<file path="src/rtl/uart_mmio.sv">
// uart_mmio: memory-mapped UART register block with an RX byte FIFO, a single
// TX holding register, and free-running cycle / retired-instruction counters.
// Read data is registered so it lines up with synchronous BIOS/DMEM reads.
module uart_mmio #(
  parameter int unsigned RX_DEPTH = 8
) (
  input  logic        clk,
  input  logic        rst_n,
  input  logic [31:0] addr,
  input  logic        rd_en,
  input  logic        wr_en,
  input  logic [31:0] wdata,
  output logic [31:0] uart_out,
  input  logic [7:0]  rx_data_in,
  input  logic        rx_valid_in,
  output logic        rx_ready_out,
  output logic [7:0]  tx_data_out,
  output logic        tx_valid_out,
  input  logic        tx_ready_in,
  input  logic        inst_retired
);

  localparam int unsigned PW       = (RX_DEPTH > 1) ? $clog2(RX_DEPTH) : 1;
  localparam logic [PW:0] FULL_CNT = (PW + 1)'(RX_DEPTH);

  typedef enum logic [7:0] {
    OFF_STATUS = 8'h00,
    OFF_RXDATA = 8'h04,
    OFF_TXDATA = 8'h08,
    OFF_CYCLE  = 8'h10,
    OFF_INSTR  = 8'h14,
    OFF_CNTRST = 8'h18
  } reg_off_e;

  logic [7:0]    r_mem [RX_DEPTH];
  logic [PW-1:0] r_rd_ptr;
  logic [PW-1:0] r_wr_ptr;
  logic [PW:0]   r_count;
  logic [7:0]    r_tx_data;
  logic          r_tx_full;
  logic [31:0]   r_cyc;
  logic [31:0]   r_inst;
  logic [31:0]   r_rdata;

  logic        w_sel;
  logic [7:0]  w_off;
  logic        w_rd;
  logic        w_wr;
  logic        w_empty;
  logic        w_full;
  logic        w_push;
  logic        w_pop;
  logic        w_tx_hs;
  logic        w_tx_load;
  logic        w_cnt_clr;
  logic [31:0] w_rdata;

  assign w_sel     = (addr[31:28] == 4'b1000);
  assign w_off     = addr[7:0];
  assign w_rd      = rd_en & w_sel;
  assign w_wr      = wr_en & w_sel;
  assign w_empty   = (r_count == '0);
  assign w_full    = (r_count == FULL_CNT);
  assign w_push    = rx_valid_in & ~w_full;
  assign w_pop     = w_rd & (w_off == OFF_RXDATA) & ~w_empty;
  assign w_tx_hs   = r_tx_full & tx_ready_in;
  // Load is gated on the pre-edge full flag, so a write racing the emptying
  // handshake is dropped rather than refilling the register.
  assign w_tx_load = w_wr & (w_off == OFF_TXDATA) & ~r_tx_full;
  assign w_cnt_clr = w_wr & (w_off == OFF_CNTRST);

  assign rx_ready_out = ~w_full;
  assign tx_valid_out = r_tx_full;
  assign tx_data_out  = r_tx_data;
  assign uart_out     = r_rdata;

  // Read-data mux over current (pre-edge) state.
  always_comb begin
    w_rdata = '0;
    case (w_off)
      OFF_STATUS: w_rdata = {30'b0, ~w_empty, ~r_tx_full};
      OFF_RXDATA: w_rdata = w_empty ? '0 : {24'b0, r_mem[r_rd_ptr]};
      OFF_CYCLE:  w_rdata = r_cyc;
      OFF_INSTR:  w_rdata = r_inst;
      default:    w_rdata = '0;
    endcase
  end

  // Registered read data; only selected reads update it.
  always_ff @(posedge clk or negedge rst_n) begin
    if (!rst_n)    r_rdata <= '0;
    else if (w_rd) r_rdata <= w_rdata;
  end

  // RX FIFO storage; contents are don't-care while the count says empty.
  always_ff @(posedge clk) begin
    if (w_push) r_mem[r_wr_ptr] <= rx_data_in;
  end

  // RX FIFO pointers and occupancy.
  always_ff @(posedge clk or negedge rst_n) begin
    if (!rst_n) begin
      r_rd_ptr <= '0;
      r_wr_ptr <= '0;
      r_count  <= '0;
    end else begin
      if (w_push) r_wr_ptr <= r_wr_ptr + PW'(1);
      if (w_pop)  r_rd_ptr <= r_rd_ptr + PW'(1);
      case ({w_push, w_pop})
        2'b10:   r_count <= r_count + (PW + 1)'(1);
        2'b01:   r_count <= r_count - (PW + 1)'(1);
        default: r_count <= r_count;
      endcase
    end
  end

  // TX holding register.
  always_ff @(posedge clk or negedge rst_n) begin
    if (!rst_n) begin
      r_tx_full <= 1'b0;
      r_tx_data <= '0;
    end else if (w_tx_load) begin
      r_tx_full <= 1'b1;
      r_tx_data <= wdata[7:0];
    end else if (w_tx_hs) begin
      r_tx_full <= 1'b0;
    end
  end

  // Cycle and retired-instruction counters; clear wins over increment.
  always_ff @(posedge clk or negedge rst_n) begin
    if (!rst_n) begin
      r_cyc  <= '0;
      r_inst <= '0;
    end else if (w_cnt_clr) begin
      r_cyc  <= '0;
      r_inst <= '0;
    end else begin
      r_cyc <= r_cyc + 32'd1;
      if (inst_retired) r_inst <= r_inst + 32'd1;
    end
  end

endmodule

</file>
<file path="config.mk">
export PLATFORM = sky130hd
export DESIGN_NAME = uart_mmio
export DESIGN_NICKNAME = d
export VERILOG_FILES = /design/src/rtl/uart_mmio.sv
export SDC_FILE = /design/constraint.sdc
export NUM_CORES = 1
export LEC_CHECK = 0
export BUFFER_PORTS_ARGS = -buffer_cell sky130_fd_sc_hd__buf_4
export CORE_UTILIZATION = 50
export DETAILED_ROUTE_END_ITERATION = 8
export PLACE_DENSITY = 0.7
export SLEW_MARGIN = 20
export SYNTH_ARGS = -nofsm -noshare
export SYNTH_HDL_FRONTEND = slang
export SYNTH_SLANG_ARGS = --single-unit
export TNS_END_PERCENT = 1
</file>
<file path="constraint.sdc">
create_clock -name clk -period 6.35 [get_ports clk]
set_input_delay 0 -clock clk [delete_from_list [all_inputs] [get_ports clk]]
set_output_delay 0 -clock clk [all_outputs]
set_load 0.01 [all_outputs]
</file>
==> results.ini <==
[sta]
hold_viol_final=0
period_share_pct=49.3
worstMarginPinSlew_ps=920
setup_slack_ps=3220
period_minus_slack_ps=3130
rsz0062_at_grt=no
maxSlewHeadroom_pct=38.4
max_freq_mhz=319
fin_hold_ws_ps=79.2
setup_violations=0
slew_violations=0
fin_setup_tns_ps=0
fin_skew_ps=7.69

[synth]
synth_nets=761
synth_warnings=0
synth_edf_count=64
synth_fa_ha_area_share_pct=1.31
synth_top_area_cell=dfrtp_1
synth_compound_area_share_pct=8.22
ys_seq_area_share_pct=58.4
synth.distinct_cells=45
synthCells=674
synth_top_family_by_area=simple AND/OR/NAND/NOR gates
synth_area_leaders=dfrtp_1 (35%), edfxtp_1 (23%), mux2i_1 (4.9%), mux4_2 (4.4%), nand2_1 (2.6%)
synthSimpleGateAreaFrac_pct=15.2
synth_seq_cells=179
synthMuxAreaShare_pct=10.9
synth_ff_type=dfrtp_1
synth_xor_area_share_pct=3.20
synth-async-reset-ratio_pct=64.2
avgSynthCellArea_sq_um=12.2
yosys.area.top_type_share_pct=35.0
synth_area_sq_um=8220

[placement]
port_buffers=76
place.gp.congestion=0.789
dp_hpwl_um=11700
dp_cells=935
pre_cts_ws_ps=3430

[power]
power_density_nw_per_um2=286
ir_worst_vdd_uv=202
power_leakage_nw=3.94

[setup_path]
r2r_cells=6
worstPathMaxFanout=18
crit_top_cell=dlygate4sd3_1
path_cells=mux4_2, mux2_2, o211ai_1, dlygate4sd3_1, a21oi_1, dlygate4sd3_1
start_kind=register
critical_path_arrival_ps=3450
crit_required_ps=6660
crit_path_top_delay_cell=dfrtp_2
crit_path_end_kind=register
worstSetupPathType=register to register
cp_slowest_stage_delay_ps=750
crit_start=r_rd_ptr[0]
r2r_start=r_rd_ptr[0]

[finish]
nets=850
final_common_cell=dfrtp_1
finish.utilization_pct=61.2
layoutNonFillerInstCount=992
area_growth_pct=18.6
mostFrequentLayoutCells=dfrtp_1 (114), buf_4 (80), edfxtp_1 (64)
diodes=0
drive_above_1_share_pct=19.7

[cts]
post_cts_resize_count=0
clock_latency_ps=430
cts_tree=done
numCtsBuffers=17
post_cts_buffers=0
clockBufferDepth=2
clk_pin_slew_ps=70
htreeDepth=4
cts_root_buffer=clkbuf_16
holdBufCountCts=25
clock_sinks=179

[die]
io-pin-count=121
fp.dieW_um=130
dieHeight_um=130
fp-row-count=46
core_area_sq_um=15900
start_util_pct=51.6
die_area_sq_um=17000

[job]
drv_cap=0

[route]
route.detailed.drc=0
dr_total_vias=5806
drt-total-wl_um=17700
dr.first_iter.drc_count=469
drt_pass1_iterations=8
via_per_inst=5.85
ant_nets=0
wl_per_cell_um=17.8

[global_route]
grt.met1_usage_pct=29.5
grt_max_degree=65
overflow=0
grt-busiest-layer=met2
first_global_vias=5632
antenna_found_initial=0
use_met2_pct=36.5
grt_use_total_pct=22.3
met3_usage_pct=5.00
grt_pass1_wl_um=28500

[outcome]
outcome=finished clean

[worst_hold_path]
worstHoldPathCells=4
min-delay-start=rd_en
hold_class=primary input to register

[worst max-delay path, delay by kind of cell, from the launching register on]
| kind | cells | cell delay [ps] |
|---|---|---|
| flops | 1 | 750 |
| compound gates | 2 | 230 |
| mux | 2 | 880 |
| buf+inv | 2 | 1150 |
[sequential cells by signal, summed over array words and instances, names as in the netlist]
register / cells
r_count: 4
tx_valid_out: 1
r_cyc: 32
uart_out: 32
r_inst: 32
r_mem: 64
r_rd_ptr: 3
tx_data_out: 8
r_wr_ptr: 3
[per-stage QoR]
step                area, sq um  power (mW)
floorplan                  8220        1.63
global placement           8920        1.74
detailed placement         8920        1.77
CTS                        9750        2.81
global route               9750        2.91
finish                     9750        2.79
[final timing paths]
path / endpoint / slack [ps]
worst max-delay path: uart_out[1] / 3220
worst min-delay path: r_rd_ptr[2] / 80
worst max register to register: uart_out[1] / 3220
worst min register to register: uart_out[15] / 480
max in group asynchronous: r_rd_ptr[0] / 4900
min in group asynchronous: uart_out[27] / 130
[layer usage]
layer,part of all wire (%),routed length (um)
met1,44,7730
met2,49,8670
met3,5.4,952
met4,2.0,346
met5,0,0
[synthesized netlist by cell type, types with 9 or more instances]
library cell	count
inv_1	14
edfxtp_1	64
nand2_1	58
nand4_1	21
mux2i_1	40
mux4_2	16
nor2_1	37
and4_1	9
clkbuf_1	23
a21oi_1	40
mux2_2	12
xnor2_1	14
dfrtp_1	115
nand3_1	25
o31ai_1	29
xor2_1	16
or4_1	29
o21ai_0	35
and3_1	9
[where the power goes]
group	total [mW]	switching, mW	internal (mW)
sequential	1.43	0.104	1.33
combinational	0.326	0.178	0.148
clock	1.04	0.452	0.586
total	2.79	0.734	2.06
[layout make-up]
type                            instances  area [sq um]
Inverter                               14          52.6
Tap cell                              216           270
Multi-Input combinational cell        446          3200
Timing Repair Buffer                  105           851
Clock inverter                         14           154
Clock buffer                           18           429
Fill cell                            1215          6190
Sequential cell                       179          4800
[cell families (layout without fill, tap and decap cells)]
kind of cell               after synthesis  after routing
xor gates and xnor gates                30             30
muxes                                   68             68
and+or+nand+nor                        226            226
AOI/OAI and AO/OA                      114            114
buffers and inverters                   49            151
adders and majority gates                8              8
DFF                                    179            179
No activity file was read; power rests on OpenSTA's default activity.
